[src/rtl/lmdpl_linear_vec.sv]
// WIDTH-lane two-share dual-rail (LMDPL) linear cell: XOR / pass-A / pass-B with rail-swap
// inversions, optional registered pipeline and fault flags. Define LMDPL_FAULT_CNT_EN for fault_cnt.
module lmdpl_linear_vec #(
   parameter int unsigned WIDTH        = 4,
   parameter int unsigned PIPE_DEPTH   = 2,
   parameter int unsigned NoConfigBits = 3 * WIDTH + 3
) (
   input  logic                    UserCLK,
   input  logic                    rst,
   input  logic [NoConfigBits-1:0] ConfigBits,
   input  logic                    in_valid,
   input  logic [WIDTH-1:0]        A0_t,
   input  logic [WIDTH-1:0]        A0_f,
   input  logic [WIDTH-1:0]        B0_t,
   input  logic [WIDTH-1:0]        B0_f,
   input  logic [WIDTH-1:0]        A1_t,
   input  logic [WIDTH-1:0]        A1_f,
   input  logic [WIDTH-1:0]        B1_t,
   input  logic [WIDTH-1:0]        B1_f,
   output logic [WIDTH-1:0]        Z0_t,
   output logic [WIDTH-1:0]        Z0_f,
   output logic [WIDTH-1:0]        Z1_t,
   output logic [WIDTH-1:0]        Z1_f,
   output logic                    out_valid,
   output logic                    F_masked0,
   output logic                    F_masked1,
   output logic                    F_sticky
`ifdef LMDPL_FAULT_CNT_EN
   ,
   output logic [7:0]              fault_cnt
`endif
);

   localparam int unsigned StW = 4 * WIDTH + 1;

   logic [WIDTH-1:0] ca, cb, cz;
   logic [1:0]       op;
   logic             ff;

   always_comb begin
      ca = '0;
      cb = '0;
      cz = '0;
      for (int i = 0; i < int'(WIDTH); i++) begin
         ca[i] = ConfigBits[3*i];
         cb[i] = ConfigBits[3*i+1];
         cz[i] = ConfigBits[3*i+2];
      end
      op = ConfigBits[3*WIDTH +: 2];
      ff = ConfigBits[3*WIDTH+2];
   end

   // Dual-rail XOR keeps spacers (00) as spacers and propagates an invalid 11 operand.
   function automatic logic [2*WIDTH-1:0] lin_op(input logic [1:0]       sel,
                                                 input logic [WIDTH-1:0] at,
                                                 input logic [WIDTH-1:0] af,
                                                 input logic [WIDTH-1:0] bt,
                                                 input logic [WIDTH-1:0] bf);
      logic [WIDTH-1:0] zt, zf;
      case (sel)
         2'b01: begin
            zt = at;
            zf = af;
         end
         2'b10: begin
            zt = bt;
            zf = bf;
         end
         default: begin
            zt = (at & bf) | (af & bt);
            zf = (at & bt) | (af & bf);
         end
      endcase
      return {zt, zf};
   endfunction

   logic [WIDTH-1:0] a0t_s, a0f_s, b0t_s, b0f_s;
   logic [WIDTH-1:0] res0_t, res0_f, res1_t, res1_f;
   logic [WIDTH-1:0] r1t_raw, r1f_raw;

   always_comb begin
      // Inversion is a rail swap, so no rail is ever logically negated.
      a0t_s = (A0_t & ~ca) | (A0_f & ca);
      a0f_s = (A0_f & ~ca) | (A0_t & ca);
      b0t_s = (B0_t & ~cb) | (B0_f & cb);
      b0f_s = (B0_f & ~cb) | (B0_t & cb);
      {res0_t, res0_f}   = lin_op(op, a0t_s, a0f_s, b0t_s, b0f_s);
      {r1t_raw, r1f_raw} = lin_op(op, A1_t, A1_f, B1_t, B1_f);
      res1_t = (r1t_raw & ~cz) | (r1f_raw & cz);
      res1_f = (r1f_raw & ~cz) | (r1t_raw & cz);
   end

   logic [StW-1:0] pipe_q [PIPE_DEPTH];

   always_ff @(posedge UserCLK) begin
      if (rst) begin
         for (int i = 0; i < int'(PIPE_DEPTH); i++) begin
            pipe_q[i] <= '0;
         end
      end else begin
         pipe_q[0] <= {in_valid, res0_t, res0_f, res1_t, res1_f};
         for (int i = 1; i < int'(PIPE_DEPTH); i++) begin
            pipe_q[i] <= pipe_q[i-1];
         end
      end
   end

   always_comb begin
      Z0_t      = res0_t;
      Z0_f      = res0_f;
      Z1_t      = res1_t;
      Z1_f      = res1_f;
      out_valid = in_valid;
      F_masked0 = 1'b0;
      F_masked1 = 1'b0;
      if (ff) begin
         {out_valid, Z0_t, Z0_f, Z1_t, Z1_f} = pipe_q[PIPE_DEPTH-1];
         // A lane is faulty when both rails agree; spacers only count while out_valid.
         F_masked0 = out_valid & (|(~(Z0_t ^ Z0_f)));
         F_masked1 = out_valid & (|(~(Z1_t ^ Z1_f)));
      end
   end

   logic sticky_q, sticky_d;

   always_comb begin
      sticky_d = sticky_q | F_masked0 | F_masked1;
   end

   always_ff @(posedge UserCLK) begin
      if (rst) begin
         sticky_q <= 1'b0;
      end else begin
         sticky_q <= sticky_d;
      end
   end

   assign F_sticky = sticky_q;

`ifdef LMDPL_FAULT_CNT_EN
   logic [7:0] cnt_q, cnt_d;

   always_comb begin
      cnt_d = cnt_q;
      if ((F_masked0 | F_masked1) && (cnt_q != 8'hFF)) begin
         cnt_d = cnt_q + 8'd1;
      end
   end

   always_ff @(posedge UserCLK) begin
      if (rst) begin
         cnt_q <= 8'd0;
      end else begin
         cnt_q <= cnt_d;
      end
   end

   assign fault_cnt = cnt_q;
`endif

endmodule

[config.mk]
export PLATFORM = sky130hd
export DESIGN_NAME = lmdpl_linear_vec
export DESIGN_NICKNAME = d
export VERILOG_FILES = /design/src/rtl/lmdpl_linear_vec.sv
export SDC_FILE = /design/constraint.sdc
export NUM_CORES = 1
export LEC_CHECK = 0
export CAP_MARGIN = 20
export CORE_MARGIN = 3
export CORE_UTILIZATION = 42
export CTS_CLUSTER_DIAMETER = 200
export CTS_CLUSTER_SIZE = 12
export DETAILED_ROUTE_END_ITERATION = 16
export PLACE_DENSITY = 0.88
export SETUP_SLACK_MARGIN = 0.4
export SYNTH_ARGS = -nofsm -noshare
export SYNTH_HDL_FRONTEND = slang
export SYNTH_SLANG_ARGS = --single-unit
[constraint.sdc]
create_clock -name UserCLK -period 1.9 [get_ports UserCLK]
set_clock_uncertainty 0.1 [all_clocks]
set_input_delay 0.38 -clock UserCLK [delete_from_list [all_inputs] [get_ports UserCLK]]
set_output_delay 0.38 -clock UserCLK [all_outputs]
set_load 0.01 [all_outputs]
==> key figures <==
Run status
  • Outcome: finished with violations
  • Failing checks: negative setup slack

Pwr
  • Peak VDD IR: approximately 350 uV
  • Power Total: 2.63 mW
  • Psw: approximately 0.86 mW
  • Pint: about 1.8 mW
  • Clock power frac: 27.2%
  • Sw Share: 32.6%
  • Combinational fraction of design power: 41.6%
  • Sequential share of power: ~31%
  • Leak: ~1.9 nW
  • Power Density: 641 nW/um2

Route
  • Final ANT Viol Nets: 0
  • DRC violations left: 0
  • Routed len/inst: 22.7 um
  • Via/cell ratio: 6.00
  • DRT iter0 DRCs: approximately 250
  • First drt pass iteration count: 5
  • Via count: about 2800
  • WL final: about 11000 um

Place
  • Number of port buffers: 69
  • DPL Wire Length: 4700 um
  • Placed Instances: 415
  • Area post-placement: 3330 um2
  • GPL Wtd Cong: 0.795

Worst setup path
  • CP Data Required Time: ~1.4 ns
  • Crit path DAT: approximately 1.8 ns
  • Crit path to: Z1_f[0]
  • CP Launch Point: ConfigBits[2]
  • Worst Setup Start Kind: primary input
  • Critical path type: primary input to output port
  • Start of the worst register-to-register path: pipe_q[0][30]
  • Reg-to-reg setup timing slack: approximately 0.5 ns
  • Crit-path max FO: 3
  • FF-to-FF path depth: 6
  • FF-to-FF End: F_sticky
  • Worst setup EP type: output port

STA
  • Maximum clock rate: around 0.43 GHz
  • Slew Limit Fails: 0
  • Final period util: 122%
  • RSZ-0062 raised after global routing: true
  • Slew headroom: between 60% and 70%
  • Final WS setup: -0.411 ns
  • Final Critical Period: approximately 2.3 ns
  • Final setup vio count: 17
  • Hold Violations, Final: 0
  • Worst-margin pin slew: 0.461 ns

Global route
  • First-pass GRT wire length: ~13000 um
  • M2 GR Usage: 53.2%
  • Number of global-route vias before repair: around 2700
  • GR Overflow Total: 0
  • Largest net degree at the start of global routing: 36
  • Initial antenna violation count: 0
  • Tot GR Track Use: between 20% and 30%
  • Met3 GRT Util: 3.83%
  • Met1 global-route usage: 30.7%
  • Grt peak-use layer: met2

Floorplanning
  • # rows: 25
  • Area of the die: between 6000 and 7000 um2
  • DIE HEIGHT: roughly 78 um
  • Core area: a little under 5000 um2
  • Die X: 77.6 um
  • Starting Density: roughly 44%
  • IO Count: 70

Synthesis
  • Yosys reg bits: 35
  • Synth Instances: between 200 and 300
  • Synth Flop Type: dfxtp_1
  • Synth Net Count: 304
  • Ys async rst share: 0%
  • Library cells used by synthesis: 30
  • Mapped Avg Cell Area: 8.55 um2
  • Mapped Area: around 2200 um2
  • Post-synth EDFFs: 0
  • Yosys top cell area share: between 30% and 40%
  • Leading area contributor after synthesis: dfxtp_1
  • Synth warn: 0
  • Area contributors post-synth: dfxtp_1 33%, mux2_2 8.9%, mux2i_1 7.4%, a22oi_1 5.6%, nor2b_1 5.2%
  • Register area share after synthesis: between 30% and 40%

Run
  • Maxcap violations: 0

Finish
  • Post-route cell area: 4110 um2
  • Ant diodes: 0
  • Final Net Count: approximately 450
  • Share of layout cells above drive strength 1: 54.2%
  • Layout area overhead: 90.7%
  • Fin util: between 80 and 90%
  • Non-Filler Instances: ~470

CTS
  • Hold buffers post-CTS: 0
  • TritonCTS buffer count: 5
  • Clk sinks: 35
  • Clock-pin slew on the worst setup and hold paths: ~0.070 ns
  • H-tree levels: 2
  • Root Driver: clkbuf_8
  • TritonCTS clock tree: built
  • Worst-skew pair later-pin latency: just under 0.3 ns
  • Maximum buffer depth of the clock tree: 2

Worst hold path
  • Min-delay worst type: flop to flop
-- cell type report --
cell class	count	area [um2]
sequential	35	707
clock buffer	6	82.6
tap	67	83.8
timing repair buffer	155	1340
fill	232	741
multi-input combinational	192	1800
inverter	12	58.8
clock inverter	2	35.0
-- sequential cells by signal, indices dropped and copies added, names as in the netlist --
signal,flops
pipe_q,34
F_sticky,1
-- cell families after synthesis --
kind of cell / after synthesis / share of synthesized area (%)
DFF: 35 / 32.5
buffers and inverters: 25 / 5.11
AOI/OAI and AO/OA: 72 / 22.5
and+or+nand+nor: 68 / 14.9
muxes: 35 / 17.4
xor gates and xnor gates: 15 / 6.45
adders and majority gates: 2 / 1.16
-- cell usage in the layout (no fill, tap or decap), types with 2 or more instances in the layout --
cell,synthesis,routed
clkdlybuf4s15_1,0,3
o31ai_4,0,7
mux2i_4,0,2
dlymetal6s2s_1,0,9
nor2b_1,18,18
buf_4,0,63
xor2_2,1,4
mux2_1,2,2
buf_8,0,3
mux2_4,0,4
nand2_1,24,23
a41oi_2,0,2
clkbuf_2,0,4
inv_1,12,9
buf_2,5,19
nor2_1,17,14
clkdlybuf4s50_1,0,5
dfxtp_2,0,5
buf_12,0,2
a22oi_2,0,16
nor2_2,0,2
buf_6,0,23
ha_4,0,2
o21ai_2,0,7
mux2i_1,16,13
or2_4,0,4
clkbuf_8,1,6
a221o_1,7,7
o22ai_2,0,7
dlygate4sd2_1,0,21
clkdlybuf4s15_2,0,3
mux2_2,17,13
dfxtp_1,35,30
xnor2_1,3,3
nand2b_1,4,3
a21oi_2,0,7
xor2_1,11,8
a21oi_1,21,13
-- power groups by stage --
stage | Combinational, mW | Clock (mW) | Sequential, mW
2_1_floorplan | 0.397 | 0 | 0.822
5_1_grt | 1.14 | 0.744 | 0.824
6_report | 1.10 | 0.716 | 0.822
3_3_place_gp | 0.733 | 0 | 0.823
3_5_place_dp | 0.755 | 0 | 0.827
4_1_cts | 0.898 | 0.689 | 0.813
-- routing by layer --
layer | part of all wire [%] | vias up
li1 | - | 1197
met1 | 35 | 1330
met2 | 50 | 220
met4 | 7.7 | 0
met5 | 0 | -
met3 | 7.3 | 67
-- how the worst min path moves through the flow --
stage | startpoint | cells after the start | endpoint
global route | pipe_q[0][0] | 1 | pipe_q[0][17]
global placement | pipe_q[0][8] | 1 | pipe_q[0][25]
finish | pipe_q[0][12] | 1 | pipe_q[0][29]
floorplan | pipe_q[0][0] | 1 | pipe_q[0][17]
CTS | pipe_q[0][11] | 1 | pipe_q[0][28]
detailed placement | pipe_q[0][11] | 1 | pipe_q[0][28]
-- synth_stat cells (2+ instances only) --
cell type and count:
dfxtp_1 35, nand2_1 24, a21oi_1 21, nor2b_1 18, mux2_2 17, nor2_1 17
a22oi_1 16, mux2i_1 16, inv_1 12, xor2_1 11, o22ai_1 8, a221o_1 7
o21ai_1 7, o31ai_1 7, clkbuf_1 6, buf_2 5, nand2b_1 4, or2_2 4
xnor2_1 3, a41oi_1 2, ha_1 2, mux2_1 2
-- timing repair --
| item | CTS | global route |
|---|---|---|
| setup endpoints to repair | 36 | 29 |
| gates cloned | 1 | 0 |
| setup buffers | 30 | 15 |
| resized for setup | 209 | 38 |
| pin swaps | 32 | 26 |
-- metrics by stage --
stage	setup WS (ns)	hold slack (ns)	TNS, ns
after global routing	-0.459	0.360	-5.55
after CTS	-0.275	0.340	-3.25
after global placement	-1.11	0.316	-21.90
after detailed placement	-1.11	0.324	-22.94
after floorplan	0.0773	0.314	0
final	-0.411	0.341	-5.00
-- worst max-delay path: stages --
cell             delay [ns]
clkdlybuf4s50_1        0.51
buf_4                  0.18
mux2i_4                0.31
a21oi_4                0.10
mux2i_1                0.18
buf_2                  0.17
(Power assumes the default switching activity.)
